**config.mk**
```make
export PLATFORM = sky130hd
export DESIGN_NAME = lanes_mosi_dispatch
export DESIGN_NICKNAME = d
export VERILOG_FILES = /design/src/rtl/lanes_mosi_dispatch.sv
export SDC_FILE = /design/constraint.sdc
export NUM_CORES = 1
export LEC_CHECK = 0
export CAP_MARGIN = 20
export CORE_UTILIZATION = 45
export DETAILED_ROUTE_END_ITERATION = 7
export PLACE_DENSITY = 0.75
export REMOVE_ABC_BUFFERS = 1
export SLEW_MARGIN = 20
export SYNTH_ARGS = -nofsm -noshare
export SYNTH_HDL_FRONTEND = slang
export SYNTH_SLANG_ARGS = --single-unit
export TNS_END_PERCENT = 10
```
**constraint.sdc**
```tcl
create_clock -name clk_core -period 3.6 [get_ports clk_core]
set_input_delay 1.08 -clock clk_core [delete_from_list [all_inputs] [get_ports clk_core]]
set_output_delay 1.08 -clock clk_core [all_outputs]
set_load 0.05 [all_outputs]
```
**src/rtl/lanes_mosi_dispatch.sv**
```systemverilog
// lanes_mosi_dispatch: frames the host MOSI byte stream into {dest, len-1, payload} packets and routes each to a lane.
// Optional feature macro MOSI_BROADCAST_EN: dest 0xFF fans a packet out to every enabled lane.
module lanes_mosi_dispatch #(
    parameter int LAYER_COUNT = 3
) (
    input  logic                     clk_core,
    input  logic                     clk_core_resn,
    input  logic [7:0]               host_s_axis_tdata,
    input  logic                     host_s_axis_tvalid,
    output logic                     host_s_axis_tready,
    output logic [8*LAYER_COUNT-1:0] lanes_mosi_m_axis_tdata,
    output logic [LAYER_COUNT-1:0]   lanes_mosi_m_axis_tvalid,
    output logic [LAYER_COUNT-1:0]   lanes_mosi_m_axis_tlast,
    input  logic [LAYER_COUNT-1:0]   lanes_mosi_m_axis_tready,
    input  logic [LAYER_COUNT-1:0]   config_lanes_disable_mosi,
    input  logic                     config_dispatch_flush,
    output logic                     status_busy,
    output logic [7:0]               status_dest,
    output logic [31:0]              stat_packets,
    output logic [15:0]              stat_drops
);
    // state | meaning
    // HDR   | waiting for destination byte
    // LEN   | waiting for length byte, destination resolved here
    // PAY   | payload passthrough to target lane(s)
    // DROP  | payload consumed and discarded
    typedef enum logic [1:0] {ST_HDR, ST_LEN, ST_PAY, ST_DROP} state_t;

    state_t                 state_q, state_d;
    logic [7:0]             dest_q, dest_d;
    logic [8:0]             rem_q, rem_d;
    logic [LAYER_COUNT-1:0] target_q, target_d;
    logic [LAYER_COUNT-1:0] acc_q, acc_d;
    logic [31:0]            pkts_q, pkts_d;
    logic [15:0]            drops_q, drops_d;

    logic                   host_acc;
    logic [LAYER_COUNT-1:0] route;
    logic [LAYER_COUNT-1:0] lane_valid;

    always_comb begin
        route = '0;
        for (int i = 0; i < LAYER_COUNT; i++) begin
            if (dest_q == 8'(i + 1)) route[i] = 1'b1;
        end
        route = route & ~config_lanes_disable_mosi;
`ifdef MOSI_BROADCAST_EN
        if (dest_q == 8'hFF) route = ~config_lanes_disable_mosi;
`endif
    end

    // Flush and reset both block the host side and mask every lane immediately.
    always_comb begin
        lane_valid         = '0;
        host_s_axis_tready = 1'b0;
        if (clk_core_resn && !config_dispatch_flush) begin
            case (state_q)
                ST_PAY: begin
                    lane_valid         = {LAYER_COUNT{host_s_axis_tvalid}} & target_q & ~acc_q;
                    host_s_axis_tready = &(acc_q | lanes_mosi_m_axis_tready | ~target_q);
                end
                default: host_s_axis_tready = 1'b1;
            endcase
        end
    end

    assign host_acc                 = host_s_axis_tvalid & host_s_axis_tready;
    assign lanes_mosi_m_axis_tdata  = {LAYER_COUNT{host_s_axis_tdata}};
    assign lanes_mosi_m_axis_tvalid = lane_valid;
    assign lanes_mosi_m_axis_tlast  = lane_valid & {LAYER_COUNT{rem_q == 9'd1}};
    assign status_busy              = (state_q != ST_HDR);
    assign status_dest              = dest_q;
    assign stat_packets             = pkts_q;
    assign stat_drops               = drops_q;

    always_comb begin
        state_d  = state_q;
        dest_d   = dest_q;
        rem_d    = rem_q;
        target_d = target_q;
        acc_d    = acc_q;
        pkts_d   = pkts_q;
        drops_d  = drops_q;
        case (state_q)
            ST_HDR: begin
                if (host_acc) begin
                    dest_d  = host_s_axis_tdata;
                    state_d = ST_LEN;
                end
            end
            ST_LEN: begin
                if (host_acc) begin
                    rem_d    = {1'b0, host_s_axis_tdata} + 9'd1;
                    target_d = route;
                    acc_d    = '0;
                    state_d  = (|route) ? ST_PAY : ST_DROP;
                end
            end
            ST_PAY: begin
`ifdef MOSI_BROADCAST_EN
                acc_d = acc_q | (lane_valid & lanes_mosi_m_axis_tready);
`endif
                if (host_acc) begin
                    acc_d = '0;
                    rem_d = rem_q - 9'd1;
                    if (rem_q == 9'd1) begin
                        pkts_d   = pkts_q + 32'd1;
                        target_d = '0;
                        state_d  = ST_HDR;
                    end
                end
            end
            ST_DROP: begin
                if (host_acc) begin
                    rem_d = rem_q - 9'd1;
                    if (rem_q == 9'd1) begin
                        if (drops_q != 16'hFFFF) drops_d = drops_q + 16'd1;
                        state_d = ST_HDR;
                    end
                end
            end
            default: state_d = ST_HDR;
        endcase
        // host_acc is already 0 under flush, so counters cannot move here.
        if (config_dispatch_flush) begin
            state_d  = ST_HDR;
            target_d = '0;
            acc_d    = '0;
        end
    end

    always_ff @(posedge clk_core) begin
        if (!clk_core_resn) begin
            state_q  <= ST_HDR;
            dest_q   <= '0;
            rem_q    <= '0;
            target_q <= '0;
            acc_q    <= '0;
            pkts_q   <= '0;
            drops_q  <= '0;
        end else begin
            state_q  <= state_d;
            dest_q   <= dest_d;
            rem_q    <= rem_d;
            target_q <= target_d;
            acc_q    <= acc_d;
            pkts_q   <= pkts_d;
            drops_q  <= drops_d;
        end
    end

endmodule

```
* Word-level counts from Yosys, hierarchy flattened *
Cells that the tools add are included.

word-level totals
  word-level logic and storage cells = 68
  output and inout port bits = 88
  bits in registers = 70
  input port bits = 18

cells by class
  reduce and logical (&&, ||, !) cells = 16
  equal/unequal tests = 14
  bitwise gates (word level) = 8
  mux-type cells = 20
  add/sub/neg operators = 4

operator list
  cell                                                                     number
  32-bit by 1-bit adder with 32-bit output, second input constant          1
  9-bit 2-to-1 mux                                                         2
  9-bit one-hot mux with 2 select lines                                    1
  16-bit by 1-bit adder with 16-bit output, second input constant          1
  8-bit by 2-bit equality test with 1-bit output, second input constant    2
  16-bit inequality test, second input constant                            1
  3-bit 2-to-1 mux                                                         5
  4-bit AND reduction                                                      3
  8-bit by 1-bit adder with 9-bit output, second input constant            1
  3-bit bitwise AND                                                        3
  9-bit by 1-bit equality test with 1-bit output, second input constant    1
  3-bit AND reduction                                                      3
  9-bit by 1-bit subtractor with 9-bit output, second input constant       1
  8-bit by 1-bit equality test with 1-bit output, second input constant    1
  2-bit 2-to-1 mux                                                         4
  2-bit inequality test, second input constant                             4
  1-bit 2-to-1 mux                                                         6
  3-bit NOT                                                                2
  2-bit one-hot mux with 3 select lines                                    1
  3-bit one-hot mux with 2 select lines                                    1
  2-bit nonzero test                                                       3
  2-bit equality test, second input constant                               2
  2-bit by 1-bit inequality test with 1-bit output, second input constant  2
  2-bit OR reduction                                                       2
  other kinds (9)                                                          9

* Logic depth before layout (Yosys ltp) *
Gate-level depths: netlist (run 1).

  depth in word-level cells = 8
  mapped depth = 8
  gate-level depth less buffers = 7

* Least setup slack after synthesis (run 1) *
Ideal clock, no wire load.

  path type = input to output
  start point = input config_dispatch_flush
  end point = output lanes_mosi_m_axis_tlast[0]
  path buffers = 1
  path slack = 0.306 ns
  arrival time = 2.214 ns
  stages = 4
  data required time = 2.520 ns
  cells stage by stage = nand4b_1 clkbuf_1 nor3_2 and3_1

on the way
  word-level cells in the longest chain between the ends = 4

RTL lines
  element            RTL line  RTL
  start, declared    16        input logic config_dispatch_flush,
  1-bit zero test    56        if (clk_core_resn && !config_dispatch_flush) begin
  1-bit logical AND  56
  3-bit 2-to-1 mux   56
  3-bit bitwise AND  70        assign lanes_mosi_m_axis_tlast = lane_valid & {LAYER_COUNT{rem_q == 9'd1}};
  end, declared      13        output logic [LAYER_COUNT-1:0] lanes_mosi_m_axis_tlast,

Every way passes these cells.

* Final worst setup path (run 1) *
  start point = input config_dispatch_flush
  end point = output lanes_mosi_m_axis_tvalid[2]

on the way
  word-level cells in the longest chain between the ends = 3

RTL lines
  element            RTL line  RTL
  1-bit zero test    56
  1-bit logical AND  56
  3-bit 2-to-1 mux   56
  end, declared      12        output logic [LAYER_COUNT-1:0] lanes_mosi_m_axis_tvalid,

Every way passes these cells.

==> metrics.cfg, run 1 <==
[outcome]
status = finished, final reports clean

[yosys]
ys_seq_area_share_pct = 35.3
yosys-top-cells-area = dfxtp_1 35%, a21oi_1 5.7%, buf_4 4.5%
ys_ff_latch = 70
synth.avg_cell_area_um2 = 7.99
synth_top_area_share_pct = 35.3
synth_area_um2 = 3970
synth_top_flop_cell = dfxtp_1
synth-edff-count = 0
syn_inst = 497
synth-async-reset-ratio_pct = 0
yosys_warnings = 0
synth_cell_types = 53
yosysTopAreaCell = dfxtp_1

[setup_path]
crit_family = buffers and inverters
cp_max_fo = 10
critPathLaunchType = input port
crit_chain = clkdlybuf4s50_1, nand4b_1, buf_4, nor2_2, and2_1, buf_12
cp_slowest_cell = clkdlybuf4s50_1
critical_path_class = in2out
required_ns = 2.52
path_buf_inv = 3
crit_path_end_kind = primary output
cpPeakStageDelay_ns = 0.46
arrival_ns = 2.50
reg2reg_slack_ns = 1.14

[grt]
grt_first_pass_wirelength_um = 18000
gr-usage-all-layers_pct = 25.0
grt-ovfl-total = 0
antenna_found_initial = 0
grt_pass1_vias = 3851
grt_max_degree = 27

[sta]
slew_headroom_pct = 35.3
drv_slew = 0
period_needed_ns = 3.58
hold_slack_ns = 0.490
tightest_slew_ns = 0.963
rsz0062_at_grt = true
finalSetupViolations = 0
fmax_mhz = 280
clock_skew_ns = 0.0110
final_hold_viol_count = 0
min_period_over_period_pct = 99.3

[final_layout]
drive_above_1_share_pct = 13.4
final_cell_mix = 74 x clkdlybuf4s50_1, 70 x dfxtp_1, 45 x a21oi_1
finalInstanceArea_um2 = 5600
layout.cells.non_filler = 700
num_antenna_cells = 0
area_growth_pct = 41.0
nets = 613
layout_commonest_cell = clkdlybuf4s50_1

[clock_network]
clkLatencyLatePin_ns = 0.34
cts.sinks = 70
cts_max_path_buffers = 2
cts_tree = built
clkTransAtPathRegs_ns = 0.08
htree_levels = 3
cts_inserted_buffers = 9
cts_hold_buf = 0
cts_root_buffer = clkbuf_8

[pwr]
ir_worst_vdd_mv = 0.204
p_leak_uw = 0.00200
power.total_uw = 1750
power.density_nw_per_um2 = 312

[placement]
hpwl_um = 8130
finalWeightedCongestion = 0.864
dpl_cell_area_um2 = 5370
port_buffers = 105
placed_cells = 684

[die]
design.die.area_um2 = 9200
initial_core_util_pct = 47.4
die_w_um = 95.9
coreArea_um2 = 8380
rows = 33
boundaryPins = 106
die_h_um = 95.9

[drt]
dr.pass1.iters = 5
vias = 4127
drt-total-wl_um = 11000
antenna_left = 0
wire_per_inst_um = 15.7
vias_per_cell = 5.90
drtIter0Drc = 275
drc = 0

[hold_path]
hold_path_class = reg2reg

[flow_run]
drv_cap = 0

[per-layer routing]
layer | share of wire (%) | GRT usage [%]
met1 | 44 | 32.3
met2 | 47 | 40.9
met3 | 7.3 | 4.98
met4 | 1.5 | 9.58
met5 | 0 | 0
[sequential cells by signal, indices dropped and copies added (netlist names)]
signal,flops
state_q,2
rem_q,9
status_dest,8
stat_drops,16
stat_packets,32
target_q,3
[stage by stage]
| step | setup WS [ns] | util (%) | TNS [ns] |
|---|---|---|---|
| after floorplan | 0.235 | - | 0 |
| after global placement | 0.0671 | 64.0 | 0 |
| after detailed placement | -0.0128 | 64.0 | -0.0128 |
| after CTS | 0.0229 | 66.8 | 0 |
| after global routing | -0.00569 | 66.8 | -0.0102 |
| final | 0.0249 | 66.8 | 0 |
[kinds of logic (layout without fill, tap and decap cells)]
kind of cell	after synthesis	in the layout	synth area share (%)
flip-flops	70	70	35.3
buffers and inverters	60	158	8.19
AO/OA/AOI/OAI	101	101	15.7
multiplexers	10	10	2.52
AND/OR/NAND/NOR	231	231	32.4
XOR/XNOR	20	20	4.41
adder cells (fa/ha/maj)	5	5	1.58
[final timing paths]
| path | from | end | cells after the start |
|---|---|---|---|
| worst max-delay path | config_dispatch_flush | lanes_mosi_m_axis_tvalid[2] | 6 |
| worst min-delay path | status_dest[5] | status_dest[5] | 2 |
| worst max register to register | state_q[1] | stat_drops[8] | 8 |
| worst min register to register | status_dest[5] | status_dest[5] | 2 |
[worst register-to-register path, delay by kind of cell, from the launching register on]
family	cells	cell delay (ns)
DFF	1	0.33
AOI/OAI and AO/OA	2	0.33
buffers and inverters	3	0.68
and+or+nand+nor	3	1.03
[cells in the mapped netlist, types with 2 or more instances]
master and count:
dfxtp_1 70, nor2b_1 2, nand4_1 24, nor4_1 10, ha_1 5, nand4b_1 5
o22ai_1 3, inv_1 12, a31o_2 2, mux2i_1 10, a211oi_1 3, a31oi_1 2
nor4b_1 2, o21a_1 5, and4_1 10, a21o_1 2, nand3_1 27, and2_1 9
or4_1 10, a21boi_0 3, o31ai_1 8, nor3b_1 3, a32o_1 3, or3_1 14
a21oi_1 45, and3_1 9, nor3_1 11, buf_4 24, buf_2 2, nor2_1 35
xor2_1 7, o31a_1 2, nand2_1 44, o21ai_0 16, xnor2_1 13, buf_1 2
nand2b_1 10, clkbuf_1 18
[final cells by class]
class	instances	area, um^2
Clock buffer	10	138
Clock inverter	6	85.1
Fill cell	694	2780
Inverter	13	48.8
Multi-Input combinational cell	367	2250
Sequential cell	70	1400
Tap cell	105	131
Timing Repair Buffer	129	1540
[what timing repair did]
item | 4_1_cts | 5_1_grt
hold endpoints to repair | 0 | 0
gates resized for setup | 2 | 1
buffers inserted | 0 | 0
setup endpoints to repair | 2 | 4
pin swaps | 0 | 1
[report_power, final]
| part | switching (uW) | internal, uW |
|---|---|---|
| Sequential | 7.59 | 779 |
| Combinational | 143 | 107 |
| Clock | 304 | 407 |
(Power assumes the default switching activity.)
==> inputs of run 2 (changes only) <==
--- a/config.mk
+++ b/config.mk
@@ -6,9 +6,9 @@
 export NUM_CORES = 1
 export LEC_CHECK = 0
 export CAP_MARGIN = 20
-export CORE_UTILIZATION = 45
+export CORE_UTILIZATION = 53
 export DETAILED_ROUTE_END_ITERATION = 7
-export PLACE_DENSITY = 0.75
+export PLACE_DENSITY = 0.86
 export REMOVE_ABC_BUFFERS = 1
 export SLEW_MARGIN = 20
 export SYNTH_ARGS = -nofsm -noshare
==> run 2 against run 1 <==
Compared with the run above: cell area shrank 1.4%; combinational power shrank 2%; sequential power is essentially flat; sequential share of layout area grew 0.35 points; critical path depth shrank 1; sequential cell count is the same; total power shrank 5.5%; global-route usage grew 3.9 points; wire length is essentially flat; final cell count shrank 1.4%; clock power shrank 13%; non-clock buffer count shrank 3; critical endpoint is now lanes_mosi_m_axis_tvalid[0]; largest cell class unchanged.
==> metrics.cfg, run 2 (synthesized netlist as in run 1, its figures left out) <==
[sta]
setup_ws_ns = 0.0544  ; +0.0295 ns
slew_headroom_pct = 34.1  ; -1.1 points
finalSetupViolations = 0  ; unchanged
final_hold_viol_count = 0  ; unchanged
fmax_mhz = 282  ; +0.83%
period_needed_ns = 3.55  ; -0.0295 ns
tightest_slew_ns = 0.980  ; +0.0171 ns
tns_ns = 0  ; unchanged
min_period_over_period_pct = 98.5  ; -0.82 points
rsz0062_at_grt = false
clock_skew_ns = 0.00904  ; -0.00191 ns
drv_slew = 0  ; unchanged

[die]
coreArea_um2 = 7250  ; -13%
boundaryPins = 106  ; unchanged
initial_core_util_pct = 54.8  ; +7.4 points
rows = 31  ; -6.1%
die_h_um = 88.6  ; -7.7%
design.die.area_um2 = 7840  ; -15%
die_w_um = 88.6  ; -7.7%

[setup_path]
path_buf_inv = 2  ; -1
crit_chain = clkdlybuf4s50_1, nand4b_1, nor2_1, and2_1, buf_12
crit_path_end_kind = primary output
reg2reg_from = state_q[1]
critPathLaunchType = input port
crit_family = simple AND/OR/NAND/NOR gates
r2r_end = stat_drops[8]
required_ns = 2.52  ; about the same
arrival_ns = 2.47  ; -0.03 ns
cp_max_fo = 3  ; -7
r2r.worst_path.cells = 7  ; -1
cp.depth = 5  ; -1
critical_path_class = in2out
reg2reg_slack_ns = 1.04  ; -0.10 ns
cp_slowest_cell = clkdlybuf4s50_1
cpPeakStageDelay_ns = 0.54  ; +0.08 ns

[placement]
hpwl_um = 8030  ; -1.2%
dpl_cell_area_um2 = 5340  ; -0.56%
placed_cells = 675  ; -1.3%
port_buffers = 105  ; unchanged
post-place-ws_ns = 0.0467  ; +0.0595 ns
finalWeightedCongestion = 0.879  ; +1.7%

[final_layout]
largest_reg_flops = 32  ; unchanged
multi_input_area_um2 = 2240  ; -0.33%
finalInstanceArea_um2 = 5520  ; -1.4%
layout_commonest_cell = clkdlybuf4s50_1
seq_area_um2 = 1400  ; unchanged
utilization_pct = 76.1  ; +9.3 points
drive_above_1_share_pct = 11.7  ; -1.8 points
nets = 610  ; -0.49%
fillers = 540  ; -22%
layout.cells.non_filler = 690  ; -1.4%
num_antenna_cells = 0  ; unchanged
area_growth_pct = 39.0
final_cell_mix = 74 x clkdlybuf4s50_1, 70 x dfxtp_1, 45 x a21oi_1

[grt]
gr-usage-all-layers_pct = 28.9  ; +3.9 points
grt-ovfl-total = 0  ; unchanged
antenna_found_initial = 0  ; unchanged
grt_pass1_vias = 3768  ; -2.2%
grt_first_pass_wirelength_um = 17700  ; -1.5%
grt_max_degree = 32  ; +19%

[drt]
antenna_left = 0  ; unchanged
vias_per_cell = 6.09  ; +3.2%
drc = 0  ; unchanged
wire_per_inst_um = 15.9  ; +1.4%
drt-total-wl_um = 11000  ; about the same
dr.pass1.iters = 5  ; unchanged
vias = 4200  ; +1.8%
drtIter0Drc = 263  ; -4.4%

[clock_network]
postCtsSetupBuffers = 0  ; unchanged
cts.sinks = 70  ; unchanged
htree_levels = 3  ; unchanged
cts_max_path_buffers = 2  ; unchanged
cts_inserted_buffers = 9  ; unchanged
cts_root_buffer = clkbuf_8
cts_tree = built
clkLatencyLatePin_ns = 0.34  ; about the same
clkTransAtPathRegs_ns = 0.06  ; -0.02 ns

[outcome]
status = finished, final reports clean

[hold_path]
hold_end = status_dest[6]
hold_path_class = reg2reg
hold_start = status_dest[6]
min_path_cells = 2  ; unchanged

[pwr]
p_leak_uw = 0.00196  ; -1.7%
ir_worst_vdd_mv = 0.224  ; +9.5%
power.density_nw_per_um2 = 299  ; -4.2%

[flow_run]
drv_cap = 0  ; unchanged

-- run 2: how the worst max path moves through the flow --
stage,from,endpoint
2_1_floorplan,config_dispatch_flush,lanes_mosi_m_axis_tlast[0]
3_3_place_gp,clk_core_resn,lanes_mosi_m_axis_tlast[0]
3_5_place_dp,clk_core_resn,lanes_mosi_m_axis_tlast[2]
4_1_cts,clk_core_resn,lanes_mosi_m_axis_tlast[2]
5_1_grt,clk_core_resn,lanes_mosi_m_axis_tlast[2]
6_report,clk_core_resn,lanes_mosi_m_axis_tvalid[0]
-- run 2: worst min-delay path, cell delays in order, from the launching register on --
cell	delay (ns)
dfxtp_1	0.32
nand2_1	0.06
a21oi_1	0.05
-- run 2: final cells by class --
class / count / share of cell area (%)
timing repair buffer: 126 / 27.5
tap: 99 / 2.24
sequential: 70 / 25.4
inverter: 13 / 0.884
clock buffer: 14 / 2.77
multi-input combinational: 367 / 40.7
clock inverter: 1 / 0.544
-- run 2: power by group --
group | internal (uW) | switching [uW]
Combinational | 104 | 141
Clock | 337 | 283
Sequential | 780 | 7.12
-- run 2: repair_timing --
action / in CTS / in global routing
setup endpoints to repair: 0 / 1
hold endpoints to repair: 0 / 0
hold buffers: 0 / 0
resized for setup: 0 / 0
-- run 2: metal layers --
metal | global-route usage [%] | wire length (um) | vias to the layer above
li1 | - | - | 1983
met1 | 35.3 | 4420 | 1982
met2 | 49.0 | 5450 | 207
met3 | 6.62 | 833 | 28
met4 | 12.2 | 267 | 0
met5 | 0 | 0 | -
-- run 2: through the flow --
step           total power (uW)  hold slack, ns
6_report                   1650           0.480
5_1_grt                    1700           0.503
4_1_cts                    1650           0.474
3_5_place_dp               1050           0.462
3_3_place_gp               1040           0.456
2_1_floorplan               865           0.451
